`src/rtl/multicycle_controller.sv`:
```
// rtl/multicycle_controller.sv - Moore control FSM for the multicycle RV32I core
// Sequences ALU, unified memory and register file; counts retired instructions.
module multicycle_controller #(
  parameter int RETIRE_CNT_W = 32
) (
  input  logic                    clk,
  input  logic                    reset,
  input  logic [6:0]              op,
  input  logic [2:0]              funct3,
  input  logic                    funct7b5,
  input  logic                    zero,
  output logic                    pc_write,
  output logic                    adr_src,
  output logic                    mem_write,
  output logic                    ir_write,
  output logic [1:0]              result_src,
  output logic [1:0]              alu_src_a,
  output logic [1:0]              alu_src_b,
  output logic [2:0]              alu_control,
  output logic [1:0]              imm_src,
  output logic                    reg_write,
  output logic                    illegal,
  output logic [3:0]              state,
  output logic [RETIRE_CNT_W-1:0] instret
);

  typedef enum logic [3:0] {
    S_FETCH    = 4'd0,
    S_DECODE   = 4'd1,
    S_MEMADR   = 4'd2,
    S_MEMREAD  = 4'd3,
    S_MEMWB    = 4'd4,
    S_MEMWRITE = 4'd5,
    S_EXECUTER = 4'd6,
    S_ALUWB    = 4'd7,
    S_EXECUTEI = 4'd8,
    S_JAL      = 4'd9,
    S_BEQ      = 4'd10,
    S_ILLEGAL  = 4'd11
  } state_t;

  typedef enum logic [1:0] {
    ALU_ADD = 2'd0,
    ALU_SUB = 2'd1,
    ALU_DEC = 2'd2
  } alu_mode_t;

  localparam logic [6:0] OP_LOAD   = 7'b0000011;
  localparam logic [6:0] OP_STORE  = 7'b0100011;
  localparam logic [6:0] OP_RTYPE  = 7'b0110011;
  localparam logic [6:0] OP_ITYPE  = 7'b0010011;
  localparam logic [6:0] OP_JAL    = 7'b1101111;
  localparam logic [6:0] OP_BRANCH = 7'b1100011;

  localparam logic [RETIRE_CNT_W-1:0] RETIRE_ONE = {{(RETIRE_CNT_W-1){1'b0}}, 1'b1};

  state_t    cur_state;
  state_t    nxt_state;
  alu_mode_t alu_mode;
  logic      pc_update;
  logic      branch;
  logic      adr_src_raw;
  logic      mem_write_raw;
  logic      ir_write_raw;
  logic      reg_write_raw;
  logic      retire;

  assign state = cur_state;

  always_ff @(posedge clk or posedge reset) begin
    if (reset) begin
      cur_state <= S_FETCH;
    end else begin
      cur_state <= nxt_state;
    end
  end

  always_comb begin
    nxt_state = cur_state;
    case (cur_state)
      S_FETCH:    nxt_state = S_DECODE;
      S_DECODE: begin
        case (op)
          OP_LOAD, OP_STORE: nxt_state = S_MEMADR;
          OP_RTYPE:          nxt_state = S_EXECUTER;
          OP_ITYPE:          nxt_state = S_EXECUTEI;
          OP_JAL:            nxt_state = S_JAL;
          OP_BRANCH:         nxt_state = S_BEQ;
          default:           nxt_state = S_ILLEGAL;
        endcase
      end
      S_MEMADR:   nxt_state = (op == OP_LOAD) ? S_MEMREAD : S_MEMWRITE;
      S_MEMREAD:  nxt_state = S_MEMWB;
      S_MEMWB:    nxt_state = S_FETCH;
      S_MEMWRITE: nxt_state = S_FETCH;
      S_EXECUTER: nxt_state = S_ALUWB;
      S_EXECUTEI: nxt_state = S_ALUWB;
      S_ALUWB:    nxt_state = S_FETCH;
      S_JAL:      nxt_state = S_ALUWB;
      S_BEQ:      nxt_state = S_FETCH;
      S_ILLEGAL:  nxt_state = S_ILLEGAL;
      default:    nxt_state = S_ILLEGAL;
    endcase
  end

  always_comb begin
    adr_src_raw   = 1'b0;
    mem_write_raw = 1'b0;
    ir_write_raw  = 1'b0;
    reg_write_raw = 1'b0;
    pc_update     = 1'b0;
    branch        = 1'b0;
    result_src    = 2'b00;
    alu_src_a     = 2'b00;
    alu_src_b     = 2'b00;
    alu_mode      = ALU_ADD;
    illegal       = 1'b0;
    case (cur_state)
      S_FETCH: begin
        ir_write_raw = 1'b1;
        alu_src_b    = 2'b10;
        result_src   = 2'b10;
        pc_update    = 1'b1;
      end
      S_DECODE: begin
        alu_src_a = 2'b01;
        alu_src_b = 2'b01;
      end
      S_MEMADR: begin
        alu_src_a = 2'b10;
        alu_src_b = 2'b01;
      end
      S_MEMREAD: adr_src_raw = 1'b1;
      S_MEMWB: begin
        result_src    = 2'b01;
        reg_write_raw = 1'b1;
      end
      S_MEMWRITE: begin
        adr_src_raw   = 1'b1;
        mem_write_raw = 1'b1;
      end
      S_EXECUTER: begin
        alu_src_a = 2'b10;
        alu_mode  = ALU_DEC;
      end
      S_EXECUTEI: begin
        alu_src_a = 2'b10;
        alu_src_b = 2'b01;
        alu_mode  = ALU_DEC;
      end
      S_ALUWB: reg_write_raw = 1'b1;
      S_JAL: begin
        alu_src_a = 2'b01;
        alu_src_b = 2'b10;
        pc_update = 1'b1;
      end
      S_BEQ: begin
        alu_src_a = 2'b10;
        alu_mode  = ALU_SUB;
        branch    = 1'b1;
      end
      S_ILLEGAL: illegal = 1'b1;
      default:   illegal = 1'b1;
    endcase
  end

  // op[5] separates R-type sub from I-type addi, which reuses funct7b5 as an immediate bit
  always_comb begin
    alu_control = 3'b000;
    case (alu_mode)
      ALU_SUB: alu_control = 3'b001;
      ALU_DEC: begin
        case (funct3)
          3'b000:  alu_control = (op[5] & funct7b5) ? 3'b001 : 3'b000;
          3'b010:  alu_control = 3'b101;
          3'b110:  alu_control = 3'b011;
          3'b111:  alu_control = 3'b010;
          default: alu_control = 3'b000;
        endcase
      end
      default: alu_control = 3'b000;
    endcase
  end

  always_comb begin
    case (op)
      OP_STORE:  imm_src = 2'b01;
      OP_BRANCH: imm_src = 2'b10;
      OP_JAL:    imm_src = 2'b11;
      default:   imm_src = 2'b00;
    endcase
  end

  // Enables are masked by reset so an abort never lets a write strobe through
  assign pc_write  = ~reset & (pc_update | (branch & zero));
  assign adr_src   = adr_src_raw;
  assign mem_write = ~reset & mem_write_raw;
  assign ir_write  = ~reset & ir_write_raw;
  assign reg_write = ~reset & reg_write_raw;

  assign retire = (cur_state == S_MEMWB) || (cur_state == S_MEMWRITE) ||
                  (cur_state == S_ALUWB) || (cur_state == S_BEQ);

  always_ff @(posedge clk or posedge reset) begin
    if (reset) begin
      instret <= '0;
    end else if (retire) begin
      instret <= instret + RETIRE_ONE;
    end
  end

endmodule

```
`config.mk`:
```
export PLATFORM = sky130hd
export DESIGN_NAME = multicycle_controller
export DESIGN_NICKNAME = d
export VERILOG_FILES = /design/src/rtl/multicycle_controller.sv
export SDC_FILE = /design/constraint.sdc
export NUM_CORES = 1
export LEC_CHECK = 0
export CAP_MARGIN = 40
export CORE_UTILIZATION = 40
export DETAILED_ROUTE_END_ITERATION = 8
export GPL_ROUTABILITY_DRIVEN = 0
export PLACE_DENSITY = 0.8
export SYNTH_ARGS = -nofsm -noshare
export SYNTH_HDL_FRONTEND = slang
export SYNTH_SLANG_ARGS = --single-unit
export TNS_END_PERCENT = 30
```
`constraint.sdc`:
```
create_clock -name clk -period 5.31 [get_ports clk]
set_clock_uncertainty 0.05 [all_clocks]
set_input_delay 0.531 -clock clk [delete_from_list [all_inputs] [get_ports clk]]
set_output_delay 0.531 -clock clk [all_outputs]
set_load 0.01 [all_outputs]
```
* Word level (Yosys, flattened, before mapping) *
Index checks and enable logic that the tools add are counted.

cells by class
  add/subtract/negate cells = 1
  eq/ne operators = 21
  muxes and demuxes = 18
  bitwise operators = 8
  reductions and logical operators = 16

operator list
  kind                                                 count
  adder 32 x 1 -> 32 bit, second input constant        1
  one-hot mux 4 bit (6 select lines)                   1
  one-hot mux 4 bit (5 select lines)                   1
  equality test 4 x 3 -> 1 bit, second input constant  4
  one-hot mux 2 bit (2 select lines)                   4
  equality test 7 x 6 -> 1 bit, second input constant  2
  equality test 7 bit, second input constant           2
  equality test 4 bit, second input constant           3
  one-hot mux 3 bit (4 select lines)                   1
  OR reduction 2 bit                                   6
  OR reduction 11 bit                                  1
  equality test 4 x 2 -> 1 bit, second input constant  2
  2-to-1 mux 1 bit                                     8
  OR reduction 4 bit                                   2
  equality test 7 x 2 -> 1 bit, second input constant  1
  equality test 7 x 5 -> 1 bit, second input constant  1
  bitwise AND 1 bit                                    6
  equality test 3 bit, second input constant           2
  one-hot mux 2 bit (3 select lines)                   1
  one-hot mux 3 bit (2 select lines)                   1
  OR reduction 3 bit                                   2
  equality test 4 x 1 -> 1 bit, second input constant  1
  zero test 4 bit                                      1
  equality test 3 x 2 -> 1 bit, second input constant  1
  7 further kinds                                      9

storage, ports and cells
  flip-flop bits (word level) = 36
  input bits = 14
  word-level logic and storage cells = 66

* Depth between registers and ports, before layout *
  word-level depth = 5
  gate-level depth with buffers = 9
  depth with buffers taken out = 9

* Least setup slack after synthesis *
Ideal clock, no wire load.

  path kind = flip-flop to output port
  start point = reg cur_state[1], in the netlist state[1]
  end point = out alu_control[2]
  arrival = 1856 ps
  required time = 4729 ps
  setup slack = 2873 ps
  cell stages (with the launch flop) = 7
  path buffers = 1
  cells stage by stage = dfrtp_1 > clkbuf_1 > nor2_1 > a21oi_1 > nor2_1 > ha_1 > nor4b_1

between the ends
  longest elaborated chain between the ends = 5
  elaborated cells on any way between the ends = 8
  classes of those cells = eq/ne: 5; mux: 2; reduce/logical: 1

ends and longest elaborated chain
  element                                                              line  text
  start, declared                                                      57    state_t cur_state;
  start signal, assigned                                               74    cur_state <= nxt_state;
  equality test 4 bit or equality test 4 x 3 -> 1 bit (tied branches)  118   case (cur_state)
  OR reduction 2 bit (no source line)                                  n/a
  one-hot mux 2 bit (2 select lines) (*)                               118
  equality test 2 bit or equality test 2 x 1 -> 1 bit (tied branches)  170   case (alu_mode)
  one-hot mux 3 bit (2 select lines) (*)                               170
  end, declared                                                        19    output logic [2:0] alu_control,

Every way passes the cells marked *; elsewhere a longest branch is shown, timed or not.

* Worst setup path in the final report *
  start point = reg cur_state[3], in the netlist state[3]
  end point = out alu_control[2]

Same word-level chain as after synthesis.

==> reports/qor.yml <==
hold_violations: 0
status: "complete, no violations"
critPathArrivalTime_ns: 2.64
hold_path.startpoint: "instret[31]"
layout_commonest_cell: "clkdlybuf4s50_1"
cpPeakStageDelay_ns: 0.62
first_pass_iters: 4
hpwl_um: 3500
total_power_mw: 1.02
finalNetCount: 297
ctsHoldBuffers: 0
rsz0062_at_grt: "false"
row_count: 25
timing.slew.headroom_pct: 54.2
p_leak_nw: 1.20
final.setup.tns_ns: 0
grt_usage_pct: 18.5
synth_edf_count: 0
syn-cell-area_um2: 2040
drive_gt1_share_pct: 7.86
path_cells: "and2b_1 -> a21oi_1 -> nor2_1 -> ha_1 -> nor4b_1 -> clkdlybuf4s50_1"
placed_cell_area_um2: 2760
hold_path_class: "reg -> reg"
finalNonFillerCells: 347
fillCellCount: 434
synth_nets: 228
via_count: 1720
synth.distinct_cells: 42
layout_common_cells: "clkdlybuf4s50_1, dfrtp_1, nand2_1, nor2_1, xnor2_1"
cellPowerDensity_nw_per_um2: 358
drt_iter0_markers: 106
syn_avg_cell_area_um2: 9.66
period_share_pct: 60.6
critPathMaxFanout: 15
clk_path_buf_depth: 2
grt_pass1_wl_um: 7660
antenna_found_initial: 0
r2r_setup_slack_ns: 3.34
core-area_um2: 4820
ys_ff_latch: 36
grt_max_degree: 24
io_buffers: 66
overflow: 0
cap_violations: 0
clk_latency_ns: 0.29
tightest_slew_ns: 0.670
setup_violations: 0
clock.fmax_mhz: 311
post-route-cell-area_um2: 2860
cts_made_buffers: 5
fp.dieH_um: 73.4
end_kind: "primary output"
cts-root-buf: "clkbuf_8"
dp_cells: 340
startpoint_type: "register"
die_area_um2: 5380
initial_core_util_pct: 42.3
drcViolationCount: 0
ys.flop_type: "dfrtp_1"
antenna_cells: 0
seq_power_share_pct: 38.7
seq_area_frac_synth_pct: 44.2
critical_path.top_delay_family: "simple AND/OR/NAND/NOR gates"
drt_wl_total_um: 4530
h-tree-depth: 2
r2r-end: "instret[24]"
post_cts_buffers: 0
async_flop_share_pct: 100
hold_path_depth: 1
slowest_stage: "dfrtp_1"
hold_end: "instret[31]"
ant_nets: 0
ir_drop_v: 0.000233
swShare_pct: 36.3
rr_worst_depth: 5
post-route-min-period_ns: 3.22
p_clk_share_pct: 20.1
slew_viol_final: 0
vias_per_cell: 4.96
syn_to_final_growth_pct: 40.3
cts_tree: "yes"
grt_pass1_vias: 1603
clkSinkCount: 36
io_pins: 67
switching_power_mw: 0.371
yosysWarningCount: 0
synthCells: 211
p_int_mw: 0.651
p_comb_share_pct: 41.2
reg2reg_from: "state[1]"
path_clk_slew_ns: 0.06
post_cts_resized: 0
die-width_um: 73.4
wl_per_cell_um: 13.0
crit_type: "reg -> out"
crit_required_ns: 4.73
cp.buffers_inverters: 1
power by group through the flow:
stage / clock network [mW] / logic [mW] / registers [mW]
after floorplan: 0 / 0.258 / 0.371
after global placement: 0 / 0.418 / 0.398
after detailed placement: 0 / 0.424 / 0.401
after CTS: 0.213 / 0.427 / 0.396
after global routing: 0.223 / 0.459 / 0.408
final: 0.205 / 0.421 / 0.396
registers in the layout (all words and copies together) (netlist names):
name,flops
instret,32
state,4
metal layers:
metal	track usage, %	up-vias	routed length, um	share of wire [%]
met1	25.6	818	2130	47
met5	0	-	0	0
li1	-	864	-	-
met2	28.5	31	2190	48
met3	4.94	7	140	3.1
met4	5.34	0	65	1.4
kinds of logic (layout without fill, tap and decap cells):
group	Yosys count	count (layout)	synth area share, %
AOI/OAI and AO/OA	21	21	7.43
adders and majority gates	3	3	1.84
DFF	36	36	44.2
xor gates and xnor gates	34	34	14.6
and+or+nand+nor	107	107	29.7
buffers and inverters	10	79	2.27
per-stage QoR:
step	hold WS (ns)	util, %	worst slack, ns
after global placement	0.408	57.4	2.44
after CTS	0.424	59.4	2.07
after detailed placement	0.415	57.4	2.40
after floorplan	0.454	-	2.87
after global routing	0.446	59.4	1.92
final	0.422	59.4	2.09
synth_stat cells, types with 2 or more instances:
| master | number | share of area (%) |
|---|---|---|
| a21oi_1 | 7 | 1.7 |
| and2_1 | 2 | 0.61 |
| and3_1 | 6 | 1.8 |
| buf_4 | 2 | 0.74 |
| clkbuf_1 | 2 | 0.37 |
| dfrtp_1 | 36 | 44 |
| ha_1 | 3 | 1.8 |
| inv_1 | 5 | 0.92 |
| nand2_1 | 22 | 4.1 |
| nand2b_1 | 10 | 3.1 |
| nand3_1 | 11 | 2.7 |
| nand4_1 | 8 | 2.5 |
| nor2_1 | 21 | 3.9 |
| nor2b_1 | 3 | 0.92 |
| nor3_1 | 10 | 2.5 |
| o21ai_0 | 4 | 0.98 |
| or3_4 | 2 | 1.1 |
| xnor2_1 | 21 | 9.0 |
| xor2_1 | 13 | 5.6 |
area by class of cell:
| type | count | area [um2] | share of cell area, % |
|---|---|---|---|
| Clock buffer | 7 | 96.3 | 3.37 |
| Sequential cell | 36 | 901 | 31.5 |
| Timing Repair Buffer | 67 | 668 | 23.4 |
| Tap cell | 67 | 83.8 | 2.93 |
| Multi-Input combinational cell | 165 | 1090 | 38.2 |
| Inverter | 5 | 18.8 | 0.656 |
worst max path at each step:
stage | depth (start not counted) | slack (ns) | endpoint | from
3_3_place_gp | 6 | 2.44 | alu_control[2] | state[3]
3_5_place_dp | 6 | 2.40 | alu_control[2] | state[3]
5_1_grt | 6 | 1.92 | alu_control[2] | state[3]
2_1_floorplan | 6 | 2.87 | alu_control[2] | state[1]
4_1_cts | 6 | 2.07 | alu_control[2] | state[3]
6_report | 6 | 2.09 | alu_control[2] | state[3]
Note: power is estimated with default switching activity, not from simulation.
